$ cat src/rtl/dnn_axis_tx.sv
// -----------------------------------------------------------------------------
// dnn_axis_tx
//
// AXI-Stream transmitter for the dnn classification results. It takes the
// return path to the MicroBlaze subsystem through the DMA S2MM channel.
// The block collects NUM_OUTPUTS signed output-neuron words from the dnn
// result port and queues them in a small FIFO. While collecting, it tracks the
// signed argmax. Each packet leaves as NUM_OUTPUTS data beats followed by one
// summary beat, which carries the argmax index and asserts tlast.
//
// Ports
//   s_axi_aclk     in   sole clock, rising edge
//   s_axi_aresetn  in   asynchronous active-low reset
//   clear          in   synchronous soft flush (FIFO, counter, argmax)
//   res_data       in   signed result word from dnn
//   res_valid      in   res_data valid
//   res_ready      out  result word accepted this cycle
//   m_axis_tdata   out  stream data (0 while tvalid=0)
//   m_axis_tkeep   out  all ones while tvalid=1, else 0
//   m_axis_tlast   out  marks the summary beat
//   m_axis_tvalid  out  beat available
//   m_axis_tready  in   downstream accepts the beat
//   tx_done        out  one-cycle pulse after the summary beat handshakes
//   busy           out  packet partially collected or FIFO non-empty
//                       (registered, one cycle behind)
// -----------------------------------------------------------------------------
module dnn_axis_tx #(
  parameter int DATA_WIDTH  = 32,
  parameter int NUM_OUTPUTS = 10,
  parameter int FIFO_DEPTH  = 16,
  parameter int IDX_W       = $clog2(NUM_OUTPUTS)
) (
  input  logic                      s_axi_aclk,
  input  logic                      s_axi_aresetn,
  input  logic                      clear,
  input  logic [DATA_WIDTH-1:0]     res_data,
  input  logic                      res_valid,
  output logic                      res_ready,
  output logic [DATA_WIDTH-1:0]     m_axis_tdata,
  output logic [DATA_WIDTH/8-1:0]   m_axis_tkeep,
  output logic                      m_axis_tlast,
  output logic                      m_axis_tvalid,
  input  logic                      m_axis_tready,
  output logic                      tx_done,
  output logic                      busy
);

  localparam int PTR_W  = $clog2(FIFO_DEPTH);
  localparam int CNT_W  = PTR_W + 1;
  localparam int KEEP_W = DATA_WIDTH / 8;

  typedef enum logic {
    COLLECT,
    SUMMARY
  } state_t;

  // ---------------------------------------------------------------------------
  // Collection state
  // ---------------------------------------------------------------------------
  state_t                        state;
  logic [IDX_W-1:0]              cnt;
  logic [IDX_W-1:0]              arg_idx;
  logic signed [DATA_WIDTH-1:0]  arg_max;
  logic                          arg_valid;

  // ---------------------------------------------------------------------------
  // FIFO storage: one extra bit per entry carries the packet's last flag
  // ---------------------------------------------------------------------------
  logic [DATA_WIDTH:0]           mem [FIFO_DEPTH];
  logic [PTR_W-1:0]              wr_ptr;
  logic [PTR_W-1:0]              rd_ptr;
  logic [CNT_W-1:0]              fill;
  logic [DATA_WIDTH:0]           head;
  logic [DATA_WIDTH:0]           push_word;
  logic [DATA_WIDTH-1:0]         summary_word;

  logic full;
  logic empty;
  logic res_hs;
  logic sum_push;
  logic push;
  logic pop;

  assign full  = (fill == CNT_W'(FIFO_DEPTH));
  assign empty = (fill == '0);

  // res_ready depends only on registered state and the reset pin. The FIFO
  // never accepts a push while full, even when a pop happens in the same cycle.
  assign res_ready = (state == COLLECT) && !full && s_axi_aresetn;

  // clear overrides every event in its cycle: handshakes are discarded.
  assign res_hs   = res_valid && res_ready && !clear;
  assign sum_push = (state == SUMMARY) && !full && !clear;
  assign push     = res_hs || sum_push;
  assign pop      = m_axis_tvalid && m_axis_tready && !clear;

  // The summary word is the argmax index, zero-extended to the full data width.
  assign summary_word = arg_valid ? {{(DATA_WIDTH-IDX_W){1'b0}}, arg_idx} : '0;
  assign push_word    = sum_push ? {1'b1, summary_word} : {1'b0, res_data};

  // ---------------------------------------------------------------------------
  // Input FSM, counter and running argmax
  // ---------------------------------------------------------------------------
  // NOTE: sequential state uses non-blocking assignments, so every register
  // samples pre-edge values and process ordering cannot matter.
  always_ff @(posedge s_axi_aclk or negedge s_axi_aresetn) begin
    if (!s_axi_aresetn) begin
      state     <= COLLECT;
      cnt       <= '0;
      arg_idx   <= '0;
      arg_max   <= '0;
      arg_valid <= 1'b0;
    end else if (clear) begin
      state     <= COLLECT;
      cnt       <= '0;
      arg_idx   <= '0;
      arg_max   <= '0;
      arg_valid <= 1'b0;
    end else begin
      case (state)
        COLLECT: begin
          if (res_hs) begin
            // Word 0 always seeds the argmax. A later word replaces it only
            // when strictly greater, so a tie keeps the lowest index.
            if ((cnt == '0) || ($signed(res_data) > arg_max)) begin
              arg_max <= $signed(res_data);
              arg_idx <= cnt;
            end
            arg_valid <= 1'b1;
            cnt       <= cnt + IDX_W'(1);
            if (cnt == IDX_W'(NUM_OUTPUTS - 1)) begin
              state <= SUMMARY;
            end
          end
        end
        SUMMARY: begin
          // Hold here until there is room for the summary entry.
          if (!full) begin
            cnt   <= '0;
            state <= COLLECT;
          end
        end
        default: state <= COLLECT;
      endcase
    end
  end

  // ---------------------------------------------------------------------------
  // FIFO pointers and occupancy
  // ---------------------------------------------------------------------------
  always_ff @(posedge s_axi_aclk or negedge s_axi_aresetn) begin
    if (!s_axi_aresetn) begin
      wr_ptr <= '0;
      rd_ptr <= '0;
      fill   <= '0;
    end else if (clear) begin
      wr_ptr <= '0;
      rd_ptr <= '0;
      fill   <= '0;
    end else begin
      if (push) begin
        wr_ptr <= wr_ptr + PTR_W'(1);
      end
      if (pop) begin
        rd_ptr <= rd_ptr + PTR_W'(1);
      end
      if (push && !pop) begin
        fill <= fill + CNT_W'(1);
      end else if (!push && pop) begin
        fill <= fill - CNT_W'(1);
      end
    end
  end

  // NOTE: the storage array has no reset. Outputs are qualified by the
  // occupancy count, which is reset, so stale contents are never visible.
  always_ff @(posedge s_axi_aclk) begin
    if (push) begin
      mem[wr_ptr] <= push_word;
    end
  end

  // ---------------------------------------------------------------------------
  // Stream output: first-word-fall-through from the storage flops
  // ---------------------------------------------------------------------------
  // The head entry stays stable while tvalid=1. While the FIFO is non-empty,
  // a write can land on rd_ptr only when the FIFO is full, and no push
  // occurs when full.
  assign head          = mem[rd_ptr];
  assign m_axis_tvalid = !empty;
  assign m_axis_tdata  = m_axis_tvalid ? head[DATA_WIDTH-1:0] : '0;
  assign m_axis_tlast  = m_axis_tvalid && head[DATA_WIDTH];
  assign m_axis_tkeep  = {KEEP_W{m_axis_tvalid}};

  // ---------------------------------------------------------------------------
  // Status: packet-completion pulse and busy flag
  // ---------------------------------------------------------------------------
  always_ff @(posedge s_axi_aclk or negedge s_axi_aresetn) begin
    if (!s_axi_aresetn) begin
      tx_done <= 1'b0;
      busy    <= 1'b0;
    end else begin
      // pop is already suppressed by clear, so tx_done is suppressed as well.
      tx_done <= pop && m_axis_tlast;
      busy    <= !clear && ((state == SUMMARY) || (cnt != '0) || !empty);
    end
  end

endmodule

$ cat config.mk
export PLATFORM = sky130hd
export DESIGN_NAME = dnn_axis_tx
export DESIGN_NICKNAME = d
export VERILOG_FILES = /design/src/rtl/dnn_axis_tx.sv
export SDC_FILE = /design/constraint.sdc
export NUM_CORES = 1
export LEC_CHECK = 0
export ABC_AREA = 0
export BUFFER_PORTS_ARGS = -buffer_cell sky130_fd_sc_hd__buf_4
export CAP_MARGIN = 20
export CORE_ASPECT_RATIO = 0.8
export CORE_UTILIZATION = 45
export DETAILED_ROUTE_END_ITERATION = 8
export PLACE_DENSITY_LB_ADDON = 0.12
export SKIP_CTS_REPAIR_TIMING = 1
export SLEW_MARGIN = 20
export SYNTH_ARGS = -nofsm -noshare
export SYNTH_HDL_FRONTEND = slang
export SYNTH_SLANG_ARGS = --single-unit
$ cat constraint.sdc
create_clock -name s_axi_aclk -period 5.59 [get_ports s_axi_aclk]
set_input_delay 0.8385 -clock s_axi_aclk [delete_from_list [all_inputs] [get_ports s_axi_aclk]]
set_output_delay 0.8385 -clock s_axi_aclk [all_outputs]
set_load 0.02 [all_outputs]
==> results of run 1 <==
logic make-up after synthesis:
group           Yosys count
xor+xnor                 10
buf+inv                 128
compound gates          229
mux                     233
simple gates            228
flops                   585
fa+ha+maj                44
critical path, cell delays in order, from the launching register on:
cell and delay (ns):
sky130_fd_sc_hd__dfrtp_2 0.91, sky130_fd_sc_hd__nand2b_2 0.71, sky130_fd_sc_hd__buf_4 0.46, sky130_fd_sc_hd__o21ai_0 0.29, sky130_fd_sc_hd__o22ai_1 0.11, sky130_fd_sc_hd__a211oi_1 0.48, sky130_fd_sc_hd__buf_4 0.24
area by class of cell:
class / count / area [sq um]
clock buffer: 69 / 1510
fill: 4358 / 25900
multi-input combinational: 744 / 6640
inverter: 46 / 173
tap: 702 / 878
sequential: 585 / 17300
timing repair buffer: 116 / 896
clock inverter: 40 / 390
metrics by stage:
step	hold slack, ns	cells	setup WS (ns)	cell area, sq um
6_report	0.0587	2302	0.893	27800
2_1_floorplan	0.514	1457	2.67	24400
5_1_grt	0.0389	2302	0.722	27800
3_3_place_gp	0.527	2192	1.58	25900
4_1_cts	0.0247	2301	0.848	27800
3_5_place_dp	0.534	2192	1.51	25900
worst paths after layout:
path,startpoint,endpoint,slack (ns),cells past startpoint
setup / recovery,rd_ptr[2]$_DFFE_PN0P_,m_axis_tdata[25],0.89,6
max in group asynchronous,s_axi_aresetn,rd_ptr[0]$_DFFE_PN0P_,4.54,2
min in group s_axi_aclk,res_data[0],arg_max[0]$_DFFE_PN0P_,0.51,3
hold reg to reg,arg_max[27]$_DFFE_PN0P_,arg_max[27]$_DFFE_PN0P_,0.54,2
hold / removal,s_axi_aresetn,arg_max[27]$_DFFE_PN0P_,0.06,1
setup reg to reg,fill[1]$_DFFE_PN0P_,mem[10][26]$_DFFE_PP_,2.32,5
synth_stat cells (31+ instances only):
library cell | n | area (sq um)
sky130_fd_sc_hd__a211oi_1 | 38 | 285
sky130_fd_sc_hd__a21oi_1 | 55 | 275
sky130_fd_sc_hd__clkbuf_1 | 49 | 184
sky130_fd_sc_hd__dfrtp_1 | 57 | 1430
sky130_fd_sc_hd__edfxtp_1 | 528 | 15900
sky130_fd_sc_hd__ha_1 | 43 | 538
sky130_fd_sc_hd__inv_1 | 46 | 173
sky130_fd_sc_hd__mux2_2 | 33 | 372
sky130_fd_sc_hd__mux2i_1 | 134 | 1340
sky130_fd_sc_hd__mux4_2 | 66 | 1490
sky130_fd_sc_hd__nand2_1 | 46 | 173
sky130_fd_sc_hd__nand2b_1 | 72 | 450
sky130_fd_sc_hd__nor2b_1 | 31 | 194
sky130_fd_sc_hd__o21ai_0 | 44 | 220
sky130_fd_sc_hd__o221ai_1 | 32 | 280
sky130_fd_sc_hd__o22ai_1 | 32 | 200
state kept, by name, indices dropped and copies added (netlist names):
register / flops
arg_idx: 4
arg_max: 32
arg_valid: 1
busy: 1
cnt: 4
fill: 5
mem: 528
rd_ptr: 4
state: 1
tx_done: 1
wr_ptr: 4
power by group through the flow:
stage / clock network, uW / logic, uW / registers [uW]
finish: 3930 / 2440 / 4970
detailed placement: 0 / 2470 / 5070
global placement: 0 / 2460 / 5060
floorplan: 0 / 1740 / 4960
global route: 4150 / 2620 / 4990
CTS: 3990 / 2480 / 4970
routing by layer:
metal,part of all wire,global-route usage,vias up
li1,-,-,5904
met4,0.024,0.0675,0
met5,0,0,-
met3,0.043,0.0286,84
met2,0.48,0.350,295
met1,0.45,0.301,6699
cell usage in the layout (no fill, tap or decap), drive strengths merged, types with 7 or more instances in the layout:
master / synthesis / layout
edfxtp: 528 / 528
mux2i: 134 / 134
buf: 33 / 116
nand2b: 72 / 72
clkbuf: 49 / 69
mux4: 66 / 66
dfrtp: 57 / 57
a21oi: 56 / 56
inv: 46 / 48
o21ai: 47 / 47
nand2: 46 / 46
ha: 43 / 43
a211oi: 38 / 38
mux2: 33 / 33
o221ai: 32 / 32
o22ai: 32 / 32
nor2b: 31 / 31
nor2: 28 / 28
clkinv: 0 / 26
and2: 14 / 14
nand4: 10 / 10
nand3: 9 / 9
bufinv: 0 / 7
==> impl_metrics.sql, run 1 <==
INSERT INTO impl_metrics (metric_group, metric, value, unit) VALUES
('clocking', 'worst_setup_hold_path_clk_slew', '0.06', 'ns'),
('logic_synthesis', 'synth-edff-count', '528', ''),
('clocking', 'cts-htree-levels', '2', ''),
('logic_synthesis', 'syn-cell-area', '24400', 'sq um'),
('power', 'power.ir.vdd_worst', '321', 'uV'),
('grt', 'first_global_vias', '13092', ''),
('grt', 'wire_length_of_the_first_global_routing_pass', '87.0', 'mm'),
('logic_synthesis', 'yosys_warnings', '0', ''),
('drt', 'number_of_violations_reported_at_the_end_of_detailed_routing_iteration_0', '1083', ''),
('placed_design', 'numPortBuffers', '77', ''),
('worst_hold_path', 'min_path_type', 'in -> async', ''),
('logic_synthesis', 'synthesized_area_fraction_occupied_by_ao_oa_aoi_and_oai_cells', '0.0611', ''),
('power', 'power_switching_share', '0.280', ''),
('placed_design', 'dp_hpwl', '33.3', 'mm'),
('grt', 'global_route_total_overflow', '0', ''),
('logic_synthesis', 'synth_xor_area_frac', '0.00389', ''),
('clocking', 'cts_tree', 'yes', ''),
('timing', 'setup_violations', '0', ''),
('logic_synthesis', 'synth_top_family_by_area', 'multiplexers', ''),
('logic_synthesis', 'synthAdderAreaFrac', '0.0228', ''),
('drt', 'mean_number_of_vias_per_cell', '5.64', ''),
('timing', 'hold_fails_final_rpt', '0', ''),
('critical_path', 'critPathCaptureType', 'primary output', ''),
('logic_synthesis', 'ys_dominant_reg_cell', 'sky130_fd_sc_hd__edfxtp_1', ''),
('timing', 'worst_slew_pin_slew', '1.12', 'ns'),
('cells_and_area', 'diodes', '0', ''),
('logic_synthesis', 'number_of_unique_standard_cell_types_used_by_synthesis', '52', ''),
('logic_synthesis', 'syn_avg_cell_area', '16.8', 'sq um'),
('run_status', 'run_status', 'completed', ''),
('die', 'floorplan.die.height', '210', 'um'),
('logic_synthesis', 'post_synthesis_register_bit_count', '585', ''),
('die', 'die_width', '263', 'um'),
('drt', 'routed_wire_length', '58.7', 'mm'),
('die', 'io_pins', '78', ''),
('drt', 'final_antenna_net_count', '0', ''),
('timing', 'totalNegativeSetupSlack', '0', 'ns'),
('critical_path', 'startpoint_type_of_the_worst_setup_path', 'flop', ''),
('die', 'floorplan.rows', '76', ''),
('clocking', 'cts_made_buffers', '58', ''),
('timing', 'final_critical_period', '4.70', 'ns'),
('grt', 'globalRouteTotalUtil', '0.215', ''),
('grt', 'grt_start_max_net_pins', '96', ''),
('clocking', 'root_buffer', 'sky130_fd_sc_hd__clkbuf_16', ''),
('logic_synthesis', 'async_reset_ff_frac', '0.0974', ''),
('grt', 'antenna_found_initial', '0', ''),
('die', 'standard_cell_core_area', '53700', 'sq um'),
('logic_synthesis', 'syn_nets', '1538', ''),
('die', 'initial_core_util', '0.455', ''),
('power', 'clockPowerShare', '0.347', ''),
('logic_synthesis', 'synth.yosys.seq_area_share', '0.707', ''),
('logic_synthesis', 'post_synth_mux_area_share', '0.131', ''),
('power', 'comb_power_share', '0.215', ''),
('clocking', 'clockBufferDepth', '3', ''),
('cells_and_area', 'finalCoreUtilization', '0.517', ''),
('critical_path', 'crit_required', '4.75', 'ns'),
('timing', 'max_freq', '0.213', 'GHz'),
('drt', 'drt-wirelength-per-cell', '25.5', 'um'),
('cells_and_area', 'design.final.nets', '1632', ''),
('cells_and_area', 'post_route_cells_drive_above_1_share', '0.211', ''),
('cells_and_area', 'syn_to_final_growth', '13.7', '%'),
('timing', 'grt_setup_unrepaired', 'no', ''),
('power', 'p_int', '8170', 'uW'),
('timing', 'min_period_over_period', '0.840', ''),
('placed_design', 'routabilityCongestion', '0.750', ''),
('die', 'dieArea', '55300', 'sq um'),
('critical_path', 'critical_path_class', 'reg -> out', ''),
('clocking', 'worstSkewPairLatency', '0.62', 'ns'),
('timing', 'final.setup_skew', '0.0135', 'ns'),
('power', 'cellLeakagePower', '0.00910', 'uW'),
('power', 'total_switching_power', '3170', 'uW'),
('drt', 'detailroute.via_count', '12982', ''),
('logic_synthesis', 'netlist_instances', '1457', ''),
('clocking', 'cts_sinks', '585', ''),
('drt', 'drt_pass1_iterations', '5', ''),
('drt', 'post-route-drc-count', '0', ''),
('critical_path', 'crit_path_max_fanout', '33', ''),
('critical_path', 'cp_data_arrival_time', '3.86', 'ns'),
('timing', 'report.final.slew_viol_count', '0', ''),
('logic_synthesis', 'synth_simple_gate_area_share', '0.0507', ''),
('job', 'cap_violations', '0', ''),
('power', 'power.density_cell_area', '408', 'nW/um^2'),
('power', 'overall_power_consumption', '11300', 'uW'),
('power', 'pwr-share-seq', '0.438', ''),
('timing', 'slew-limit-headroom', '0.255', '');
Power figures use the tool's default switching activity.
==> inputs of run 2 (changes only) <==
Settings changed: ABC_AREA 0 to 1.
Clock period 5.59 ns to 3.8 ns, I/O delays scaled along.
==> run 2 against run 1 <==
Flip-flop and latch count did not move. Routed wire length rose by 7.4%. Synthesized area rose by 0.39%. Clock power rose by 35%. Cell count rose by 21%. Register-to-register slack got worse by 1.4 ns. Combinational power rose by 54%. Clock skew rose by 0.0056 ns. Critical path depth rose by 1. Total power rose by 45%. Critical path type unchanged. Largest cell class unchanged.
==> impl_metrics.sql, run 2 <==
INSERT INTO impl_metrics (metric_group, metric, value, unit) VALUES
('logic_synthesis', 'netlist.area_leader.share', '0.646', ''),
('cells_and_area', 'syn_to_final_growth', '13.9', '%'),
('cells_and_area', 'reg.largest.list', 'mem x528, arg_max x32, fill x5', ''),
('logic_synthesis', 'netlist_instances', '1948', ''),
('clocking', 'cts-htree-levels', '2', ''),
('grt', 'grt_start_max_net_pins', '139', ''),
('cells_and_area', 'layout_common_cells', '528 x sky130_fd_sc_hd__edfxtp_1, 265 x sky130_fd_sc_hd__nand2_1, 182 x sky130_fd_sc_hd__nor2_1, 148 x sky130_fd_sc_hd__o21ai_0, 137 x sky130_fd_sc_hd__buf_4', ''),
('timing', 'min_period_over_period', '0.968', ''),
('logic_synthesis', 'syn_nets', '2029', ''),
('drt', 'drt_pass1_iterations', '5', ''),
('power', 'pwr-share-seq', '0.447', ''),
('cells_and_area', 'diodes', '0', ''),
('critical_path', 'critPathCaptureType', 'primary output', ''),
('timing', 'max_freq', '0.272', 'GHz'),
('drt', 'drt-wirelength-per-cell', '22.6', 'um'),
('power', 'cellLeakagePower', '0.0102', 'uW'),
('cells_and_area', 'design.final.nets', '2124', ''),
('logic_synthesis', 'number_of_unique_standard_cell_types_used_by_synthesis', '42', ''),
('critical_path', 'launch_point_of_the_worst_reg_to_reg_path', 'fill[1]$_DFFE_PN0P_', ''),
('critical_path', 'crit_required', '3.23', 'ns'),
('die', 'io_pins', '78', ''),
('power', 'total_switching_power', '5000', 'uW'),
('logic_synthesis', 'top_cells_by_instance_count_after_synthesis', '528 x sky130_fd_sc_hd__edfxtp_1, 266 x sky130_fd_sc_hd__nand2_1, 198 x sky130_fd_sc_hd__nor2_1, 148 x sky130_fd_sc_hd__o21ai_0, 112 x sky130_fd_sc_hd__a21oi_1', ''),
('cells_and_area', 'register_area', '17300', 'sq um'),
('logic_synthesis', 'post_synthesis_register_bit_count', '585', ''),
('grt', 'first_global_vias', '14965', ''),
('logic_synthesis', 'syn-cell-area', '24500', 'sq um'),
('power', 'power.density_cell_area', '587', 'nW/um^2'),
('die', 'initial_core_util', '0.456', ''),
('worst_hold_path', 'min_path_type', 'in -> async', ''),
('clocking', 'clockBufferDepth', '3', ''),
('logic_synthesis', 'synth-edff-count', '528', ''),
('power', 'power_switching_share', '0.305', ''),
('grt', 'antenna_found_initial', '0', ''),
('die', 'dieArea', '55500', 'sq um'),
('timing', 'setup_violations', '0', ''),
('die', 'standard_cell_core_area', '53800', 'sq um'),
('die', 'floorplan.die.height', '211', 'um'),
('timing', 'slew-limit-headroom', '0.247', ''),
('drt', 'detailroute.via_count', '15442', ''),
('logic_synthesis', 'async_reset_ff_frac', '0.0974', ''),
('cells_and_area', 'max_ffs_per_register', '528', ''),
('cells_and_area', 'finalCoreUtilization', '0.519', ''),
('timing', 'report.final.slew_viol_count', '0', ''),
('timing', 'final.setup_skew', '0.0191', 'ns'),
('critical_path', 'crit_start', 'rd_ptr[1]$_DFFE_PN0P_', ''),
('clocking', 'worstSkewPairLatency', '0.62', 'ns'),
('power', 'comb_power_share', '0.229', ''),
('clocking', 'cts_sinks', '585', ''),
('critical_path', 'startpoint_type_of_the_worst_setup_path', 'flop', ''),
('clocking', 'cts_made_buffers', '58', ''),
('logic_synthesis', 'synth_most_common_cell', 'sky130_fd_sc_hd__edfxtp_1', ''),
('run_status', 'run_status', 'completed', ''),
('timing', 'grt_setup_unrepaired', 'no', ''),
('clocking', 'root_buffer', 'sky130_fd_sc_hd__clkbuf_16', ''),
('logic_synthesis', 'synth.yosys.seq_area_share', '0.704', ''),
('grt', 'globalRouteTotalUtil', '0.229', ''),
('drt', 'final_antenna_net_count', '0', ''),
('placed_design', 'numPortBuffers', '77', ''),
('die', 'die_width', '263', 'um'),
('critical_path', 'crit_path_max_fanout', '26', ''),
('die', 'floorplan.rows', '76', ''),
('critical_path', 'cp_data_arrival_time', '3.11', 'ns'),
('power', 'p_int', '11400', 'uW'),
('drt', 'mean_number_of_vias_per_cell', '5.53', ''),
('timing', 'worst_slew_pin_slew', '1.12', 'ns'),
('power', 'clockPowerShare', '0.324', ''),
('placed_design', 'dp_hpwl', '35.3', 'mm'),
('grt', 'global_route_total_overflow', '0', ''),
('logic_synthesis', 'synth_area_leaders', 'sky130_fd_sc_hd__edfxtp_1 65%, sky130_fd_sc_hd__dfrtp_1 5.8%, sky130_fd_sc_hd__nand2_1 4.1%, sky130_fd_sc_hd__nor2_1 3.0%, sky130_fd_sc_hd__o21ai_0 3.0%', ''),
('logic_synthesis', 'syn_avg_cell_area', '12.6', 'sq um'),
('power', 'overall_power_consumption', '16400', 'uW'),
('cells_and_area', 'most_common_library_cell_in_the_layout_ignoring_fill_and_taps', 'sky130_fd_sc_hd__edfxtp_1', ''),
('power', 'power.ir.vdd_worst', '393', 'uV'),
('drt', 'routed_wire_length', '63.0', 'mm'),
('cells_and_area', 'register_with_the_most_flip_flops', 'mem', ''),
('drt', 'post-route-drc-count', '0', ''),
('cells_and_area', 'multi_input_logic_area', '6410', 'sq um'),
('logic_synthesis', 'ys_dominant_reg_cell', 'sky130_fd_sc_hd__edfxtp_1', ''),
('timing', 'final_critical_period', '3.68', 'ns'),
('logic_synthesis', 'yosys_warnings', '0', ''),
('placed_design', 'routabilityCongestion', '0.769', ''),
('timing', 'hold_fails_final_rpt', '0', ''),
('cells_and_area', 'post_route_cells_drive_above_1_share', '0.157', ''),
('job', 'cap_violations', '0', ''),
('critical_path', 'critical_path_class', 'reg -> out', ''),
('drt', 'number_of_violations_reported_at_the_end_of_detailed_routing_iteration_0', '1336', ''),
('grt', 'wire_length_of_the_first_global_routing_pass', '95.2', 'mm'),
('clocking', 'worst_setup_hold_path_clk_slew', '0.06', 'ns'),
('clocking', 'cts_tree', 'yes', ''),
('logic_synthesis', 'netlist.top_cell.by_area', 'sky130_fd_sc_hd__edfxtp_1', ''),
('cells_and_area', 'num-fill-cells', '4656', '');
## run 2: cell count changes after synthesis, moves of 57 or more
cell,previous run,this run
sky130_fd_sc_hd__o21ai_0,44,148
sky130_fd_sc_hd__mux4_2,66,0
sky130_fd_sc_hd__nand2_1,46,266
sky130_fd_sc_hd__mux2i_1,134,64
sky130_fd_sc_hd__nor2_1,28,198
sky130_fd_sc_hd__nand2_2,0,65
sky130_fd_sc_hd__nand2b_1,72,0
sky130_fd_sc_hd__a21oi_1,55,112
## run 2: per-layer routing
layer | track usage | share of wire
met1 | 0.333 | 0.46
met3 | 0.0303 | 0.052
met5 | 0 | 0
met2 | 0.366 | 0.47
met4 | 0.0601 | 0.019
## run 2: cell families (layout without fill, tap and decap cells)
kind of cell / Yosys count / in the layout / share of synthesized area
adder cells (fa/ha/maj): 44 / 44 / 0.0227
flip-flops: 585 / 585 / 0.704
buffers and inverters: 218 / 360 / 0.0397
AND/OR/NAND/NOR: 634 / 634 / 0.112
multiplexers: 64 / 64 / 0.0261
XOR/XNOR: 4 / 4 / 0.00143
AO/OA/AOI/OAI: 399 / 399 / 0.0937
## run 2: area by class of cell
type	instances	share of cell area
tap	702	0.0314
clock buffer	75	0.0550
timing repair buffer	148	0.0447
clock inverter	32	0.00676
multi-input combinational	1145	0.229
sequential	585	0.618
inverter	105	0.0145
## run 2: through the flow
| step | setup slack [ns] | std cells | hold WS, ns | setup TNS (ns) | area [sq um] |
|---|---|---|---|---|---|
| 6_report | 0.123 | 2792 | 0.160 | 0 | 28000 |
| 5_1_grt | 0.0276 | 2792 | 0.203 | 0 | 28000 |
| 3_3_place_gp | 0.578 | 2685 | 0.453 | 0 | 26200 |
| 3_5_place_dp | 0.483 | 2685 | 0.459 | 0 | 26200 |
| 4_1_cts | -0.178 | 2792 | 0.173 | -1.34 | 27900 |
| 2_1_floorplan | 0.763 | 1948 | 0.274 | 0 | 24500 |
## run 2: critical path, cell delays in order, from the launching register on
cell	delay [ns]
sky130_fd_sc_hd__dfrtp_2	0.72
sky130_fd_sc_hd__nand2_2	0.50
sky130_fd_sc_hd__buf_4	0.38
sky130_fd_sc_hd__o221ai_1	0.24
sky130_fd_sc_hd__a21oi_1	0.07
sky130_fd_sc_hd__a211oi_1	0.23
sky130_fd_sc_hd__buf_4	0.19
sky130_fd_sc_hd__buf_4	0.14
## run 2: final timing paths
kind	endpoint	cells past startpoint	slack (ns)
setup / recovery	m_axis_tdata[4]	7	0.12
hold / removal	fill[1]$_DFFE_PN0P_	2	0.16
setup reg to reg	fill[4]$_DFFE_PN0P_	16	0.96
hold reg to reg	arg_max[22]$_DFFE_PN0P_	2	0.47
max in group asynchronous	rd_ptr[0]$_DFFE_PN0P_	2	3.01
min in group s_axi_aclk	wr_ptr[2]$_DFFE_PN0P_	2	0.21
## run 2: power by group through the flow
| stage | registers (uW) | logic (uW) | clock network [uW] |
|---|---|---|---|
| after floorplan | 7430 | 2460 | 0 |
| after global placement | 7460 | 3750 | 0 |
| after detailed placement | 7460 | 3790 | 0 |
| after CTS | 7330 | 3800 | 5410 |
| after global routing | 7340 | 4130 | 5650 |
| final | 7330 | 3760 | 5310 |
